===== src/rtl/beam_dac_conditioner.sv =====
// Beam coordinate to 12-bit DAC code conditioner with redundant-point suppression and a
// show-ahead point FIFO. Define BEAM_DAC_STATS_EN to build the overflow counter and watermark.
module beam_dac_conditioner #(
    parameter int H_CENTER    = 270,
    parameter int V_CENTER    = 360,
    parameter int SCALE_SHIFT = 1,
    parameter int DAC_MID     = 2047,
    parameter int MIN_DELTA   = 2,
    parameter int FIFO_DEPTH  = 8
) (
    input  logic                        clock,
    input  logic                        reset,
    input  logic                        in_en,
    input  logic [9:0]                  beam_h,
    input  logic [9:0]                  beam_v,
    input  logic                        beam_blank_n,
    output logic [11:0]                 pt_x,
    output logic [11:0]                 pt_y,
    output logic                        pt_on,
    output logic                        pt_valid,
    input  logic                        pt_ready,
    output logic [$clog2(FIFO_DEPTH):0] fifo_level,
    output logic [7:0]                  overflow_cnt,
    output logic [$clog2(FIFO_DEPTH):0] fifo_hiwater
);
    localparam int AW = $clog2(FIFO_DEPTH);
    localparam int LW = AW + 1;
    localparam logic signed [15:0] H_OFF = 16'(H_CENTER);
    localparam logic signed [15:0] V_OFF = 16'(V_CENTER);

    function automatic logic [11:0] sat_code(input logic signed [15:0] off);
        logic signed [19:0] wide;
        wide = (20'(off) <<< SCALE_SHIFT) + 20'(DAC_MID);
        if (wide < 20'sd0)
            return 12'd0;
        if (wide > 20'sd4095)
            return 12'd4095;
        return wide[11:0];
    endfunction

    function automatic logic [11:0] abs_diff(input logic [11:0] a, input logic [11:0] b);
        return (a >= b) ? (a - b) : (b - a);
    endfunction

    logic                    vld_p0, vld_p1, vld_p2;
    logic [9:0]              h_p0, v_p0;
    logic                    on_p0, on_p1, on_p2;
    logic signed [15:0]      offx_p1, offy_p1;
    logic [11:0]             x_p2, y_p2;

    logic [11:0]             last_x, last_y;
    logic                    last_on, first_pt;
    logic [AW-1:0]           wr_ptr, rd_ptr, wr_addr;
    logic [LW-1:0]           level_next;
    logic [24:0]             fifo_mem [FIFO_DEPTH];
    logic [24:0]             head;
    logic                    moved, on_chg, want_push, full, pop;
    logic                    do_write, do_overwrite, upd_last;

    always_ff @(posedge clock or posedge reset) begin
        if (reset) begin
            vld_p0 <= 1'b0;
            vld_p1 <= 1'b0;
            vld_p2 <= 1'b0;
        end else begin
            vld_p0 <= in_en;
            vld_p1 <= vld_p0;
            vld_p2 <= vld_p1;
        end
    end

    // Stage 0: capture raw beam sample
    always_ff @(posedge clock) begin
        if (in_en) begin
            h_p0  <= beam_h;
            v_p0  <= beam_v;
            on_p0 <= beam_blank_n;
        end
    end

    // Stage 1: re-centre to signed offsets
    always_ff @(posedge clock) begin
        offx_p1 <= $signed({6'd0, h_p0}) - H_OFF;
        offy_p1 <= $signed({6'd0, v_p0}) - V_OFF;
        on_p1   <= on_p0;
    end

    // Stage 2: scale, add midpoint, saturate to DAC range
    always_ff @(posedge clock) begin
        x_p2  <= sat_code(offx_p1);
        y_p2  <= sat_code(offy_p1);
        on_p2 <= on_p1;
    end

    assign pop    = pt_valid & pt_ready;
    assign full   = (fifo_level == LW'(FIFO_DEPTH));
    assign on_chg = (on_p2 != last_on);
    assign moved  = (abs_diff(x_p2, last_x) >= 12'(MIN_DELTA)) ||
                    (abs_diff(y_p2, last_y) >= 12'(MIN_DELTA));
    assign want_push    = vld_p2 & (first_pt | moved | on_chg);
    assign do_write     = want_push & (~full | pop);
    // A blank-state transition must reach the DAC even when full, so it replaces the tail.
    assign do_overwrite = want_push & full & ~pop & on_chg;
    assign upd_last     = do_write | do_overwrite;
    assign wr_addr      = do_write ? wr_ptr : (wr_ptr - AW'(1));

    always_comb begin
        level_next = fifo_level;
        if (do_write && !pop)
            level_next = fifo_level + LW'(1);
        else if (!do_write && pop)
            level_next = fifo_level - LW'(1);
    end

    always_ff @(posedge clock or posedge reset) begin
        if (reset) begin
            wr_ptr     <= '0;
            rd_ptr     <= '0;
            fifo_level <= '0;
            first_pt   <= 1'b1;
        end else begin
            if (do_write)
                wr_ptr <= wr_ptr + AW'(1);
            if (pop)
                rd_ptr <= rd_ptr + AW'(1);
            fifo_level <= level_next;
            if (upd_last)
                first_pt <= 1'b0;
        end
    end

    always_ff @(posedge clock) begin
        if (upd_last) begin
            last_x  <= x_p2;
            last_y  <= y_p2;
            last_on <= on_p2;
        end
        if (do_write || do_overwrite)
            fifo_mem[wr_addr] <= {on_p2, x_p2, y_p2};
    end

    assign head     = fifo_mem[rd_ptr];
    assign pt_valid = (fifo_level != '0);
    assign pt_on    = pt_valid ? head[24]    : 1'b0;
    assign pt_x     = pt_valid ? head[23:12] : 12'd0;
    assign pt_y     = pt_valid ? head[11:0]  : 12'd0;

`ifdef BEAM_DAC_STATS_EN
    logic          ovf_evt;
    logic [7:0]    ovf_q;
    logic [LW-1:0] hw_q;

    assign ovf_evt = want_push & full & ~pop;

    always_ff @(posedge clock or posedge reset) begin
        if (reset) begin
            ovf_q <= '0;
            hw_q  <= '0;
        end else begin
            if (ovf_evt && ovf_q != 8'hFF)
                ovf_q <= ovf_q + 8'd1;
            if (level_next > hw_q)
                hw_q <= level_next;
        end
    end

    assign overflow_cnt = ovf_q;
    assign fifo_hiwater = hw_q;
`else
    assign overflow_cnt = '0;
    assign fifo_hiwater = '0;
`endif

endmodule

===== config.mk =====
export PLATFORM = sky130hd
export DESIGN_NAME = beam_dac_conditioner
export DESIGN_NICKNAME = d
export VERILOG_FILES = /design/src/rtl/beam_dac_conditioner.sv
export SDC_FILE = /design/constraint.sdc
export NUM_CORES = 1
export LEC_CHECK = 0
export CORE_MARGIN = 3
export CORE_UTILIZATION = 60
export DETAILED_ROUTE_END_ITERATION = 10
export MAX_ROUTING_LAYER = met4
export PLACE_DENSITY_LB_ADDON = 0.3
export SYNTH_ARGS = -nofsm -noshare
export SYNTH_HDL_FRONTEND = slang
export SYNTH_SLANG_ARGS = --single-unit

===== constraint.sdc =====
create_clock -name clock -period 6.2 [get_ports clock]
set_clock_uncertainty 0.1 [all_clocks]
set_input_delay 0.62 -clock clock [delete_from_list [all_inputs] [get_ports clock]]
set_output_delay 0.62 -clock clock [all_outputs]
set_load 0.05 [all_outputs]

==> impl_metrics.csv <==
group,metric,value,unit
outcome,status,"complete, no violations",
layout,drive_gt1_share,12.70,%
power,ir_worst_vdd,0.3326,mV
route,drtIter0Drc,560,
route,route.vias.total,7999,
timing,max_freq,202.1,MHz
global_route,grt_max_degree,53,
critical_path,rrSetupSlack,1.25,ns
global_route,first_global_vias,8082,
power,clockPowerShare,24.2,%
power,powerDensity,482.4,nW/um^2
critical_path,max_stage_delay,0.64,ns
clock_tree,cts-hold-fix-buffers,0,
min_path,hp-start,"on_p1",
layout,fill_cells,1531,
critical_path,cpMaxStageDelayCell,"dfxtp_1",
layout,final-instance-count-excl-fill,1332,
route,wl,27.12,mm
critical_path,worst_r2r_path_depth,18,
synth,synth_area,13940,sq um
timing,rsz0062_at_grt,"no",
timing,hold_viol_final,0,
timing,timing.slew.headroom,32.41,%
synth,ys_seq_area_share,62.41,%
critical_path,rr_startpoint,"y_p2[5]",
timing,post-route-period-util,79.82,%
critical_path,reg2reg_to,"fifo_level[3]",
placed_design,io_buffers,54,
min_path,hold_path_end,"on_p2",
power,p_comb_share,36.3,%
power,p_sw,2726,uW
die,ios,67,
route,postRouteAntennaNets,0,
synth,synth-main-ff-cell,"edfxtp_1",
timing,maxSlewViolCount,0,
placed_design,gp_congestion,0.9948,
synth,ys_warn_count,0,
route,drc,0,
clock_tree,cts_sinks,308,
placed_design,hpwl,17.24,mm
job,maxCapViolations,0,
power,intPower,4856,uW
synth,synth-edff-count,246,
die,start_util,61.38,%
timing,worst_slew_pin_slew,1.014,ns
global_route,gr-usage-all-layers,22.78,%
critical_path,cp.required,6.53,ns
clock_tree,cts_buffers,30,
route,wire_per_inst,20.36,um
route,firstDrtPassIters,5,
critical_path,critPathKind,"flip-flop to flip-flop",
global_route,antenna_found_initial,0,
critical_path,crit_chain,"inv_1 -> ha_1 -> nand2_1 -> a2111oi_2 -> nor3_2 -> a2111oi_0 -> a211oi_1 -> a221oi_1 -> and4_4 -> a21oi_4 -> ha_1 -> inv_1 -> ha_1 -> a21o_1 -> a21oi_1 -> xnor2_1 -> nor2_1 -> xor2_1",
route,vias_per_cell,6.005,
clock_tree,clk_pin_slew,0.06,ns
clock_tree,postCtsSetupBuffers,0,
critical_path,end_kind,"flip-flop",
timing,min_period,4.949,ns
clock_tree,worstSkewPairLatency,0.55,ns
critical_path,crit_fanout,15,
synth,netlist_instances,966,
timing,hold_ws,0.2360,ns
critical_path,worstPathArrival,5.28,ns
synth,postSynthAreaPerCell,14.43,sq um
global_route,overflow,0,
timing,setup_tns,0,ns
layout,final_nets,1111,
clock_tree,cts_max_path_buffers,3,
synth,ys_types,76,
die,dieHeight,158.4,um
power,seq_power_share,39.5,%
power,swShare,35.95,%
die,rows,55,
min_path,holdPathStages,0,
die,core-area,22710,sq um
timing,setup_viol,0,
die,fp.dieArea,25100,sq um
placed_design,placed_cells,1276,
layout,area_delta_synth_final,12.76,%
critical_path,start_kind,"flip-flop",
clock_tree,cts-root-buf,"clkbuf_16",
clock_tree,cts_tree,"yes",
power,p_leak,0.005758,uW
min_path,hold_path.class,"flip-flop to flip-flop",
die,die_x,158.4,um
global_route,grt_pass1_wl,42.94,mm
clock_tree,cts_resized,0,
synth,ys_ff_latch,308,
synth,synth_async_sr_flop_share,4.545,%
layout,antenna_cells,0,
clock_tree,htreeDepth,1,
critical_path,crit_top_cell,"ha_1",
## per-layer routing
layer	wire length [um]	track usage, %
met5	0	-
met1	11830	30.86
met2	13110	36.62
met4	663	6.800
met3	1513	3.126
## metrics by stage
step	util (%)	instance area, sq um	power, uW	setup WS (ns)
3_5_place_dp	64.78	14710	5785	1.290
6_report	69.21	15720	7582	1.251
2_1_floorplan	-	13980	4971	1.843
3_3_place_gp	64.78	14710	5738	1.361
5_1_grt	69.21	15720	7946	0.8872
4_1_cts	69.21	15720	7641	1.293
## power by group through the flow
stage | registers (uW) | clock network (uW) | logic [uW]
floorplan | 2860 | 0 | 2120
finish | 3000 | 1830 | 2750
global route | 3050 | 1950 | 2950
detailed placement | 3040 | 0 | 2750
CTS | 3000 | 1870 | 2770
global placement | 3010 | 0 | 2730
## state kept, by name, indices dropped and copies added (netlist names), 3 cells and up
signal	count
offy_p1	11
h_p0	10
rd_ptr	3
x_p2	12
last_y	12
wr_ptr	3
fifo_level	4
y_p2	12
offx_p1	11
last_x	12
v_p0	10
fifo_mem	200
## cells in the mapped netlist, drive strengths merged, types with 2 or more instances
library cell	instances	area, sq um
nand3b	6	45.04
nand4	3	18.77
fa	5	100.1
o21a	3	22.52
and4b	3	30.03
and3	7	43.79
ha	58	725.7
a211oi	5	42.54
nor2	65	244.0
o21ai	38	190.2
clkbuf	18	67.56
a21o	10	75.07
a311oi	4	52.56
a31oi	4	25.02
nor4	6	37.54
dfxtp	48	960.9
xnor2	28	245.2
o221ai	2	17.52
o311ai	2	35.04
or3	2	17.52
inv	74	277.8
mux2	6	71.31
nor3	10	55.05
a21oi	51	270.3
mux2i	33	330.3
or4	5	37.54
o31ai	2	15.01
nand3	6	30.03
and2	5	31.28
xor2	26	227.7
o41ai	2	17.52
buf	28	162.7
nor2b	5	31.28
nand2b	8	50.05
and4	4	37.54
mux4	50	1126
nand2	44	167.7
o211ai	2	15.01
a31o	2	17.52
nor3b	4	35.03
dfrtp	13	325.3
a2111oi	4	41.29
edfxtp	246	7387
## worst max-delay path, delay by kind of cell (launching register included)
| family | cells | cell delay, ns |
|---|---|---|
| xor+xnor | 2 | 0.28 |
| flops | 1 | 0.64 |
| buf+inv | 2 | 0.20 |
| fa+ha+maj | 3 | 0.98 |
| simple gates | 4 | 0.89 |
| compound gates | 7 | 1.75 |
## final cells by class
class / count / area (sq um) / area share [%]
sequential: 308 / 8705 / 55.39
timing repair buffer: 60 / 585.6 / 3.726
multi-input combinational: 549 / 4786 / 30.45
tap: 285 / 356.6 / 2.269
clock buffer: 40 / 819.5 / 5.215
inverter: 74 / 277.8 / 1.767
clock inverter: 16 / 186.4 / 1.186
## worst max-delay path by stage
stage | start | slack [ns] | depth (start not counted) | endpoint
after CTS | y_p2[2] | 1.29 | 19 | fifo_level[3]
after detailed placement | y_p2[0] | 1.29 | 20 | fifo_level[3]
after global placement | y_p2[0] | 1.36 | 20 | fifo_level[3]
after global routing | y_p2[0] | 0.89 | 21 | fifo_level[3]
final | y_p2[5] | 1.25 | 18 | fifo_level[3]
after floorplan | y_p2[0] | 1.84 | 20 | fifo_level[3]
## kinds of logic (layout without fill, tap and decap cells)
kind of cell	count (synthesis)	in the layout	synth area share, %
DFF	308	308	62.41
and+or+nand+nor	188	188	6.831
AOI/OAI and AO/OA	143	143	6.805
buffers and inverters	120	190	3.644
muxes	89	89	10.96
adders and majority gates	63	63	5.925
xor gates and xnor gates	54	54	3.393
other	1	12	0.02690
## cells in the final DEF, fill, tap and decap left out, types with 8 or more instances in the layout
cell type	count
nand2_1	43
edfxtp_1	246
xor2_1	26
dfxtp_1	48
nand2b_1	8
xnor2_1	28
inv_1	74
mux2i_1	33
o21ai_0	38
nor3_1	9
nor2_1	65
mux4_2	50
ha_1	58
clkbuf_1	8
dfrtp_1	11
clkbuf_16	31
a21o_1	10
a21oi_1	49
clkdlybuf4s50_1	54
conb_1	12
(Power assumes the default switching activity.)
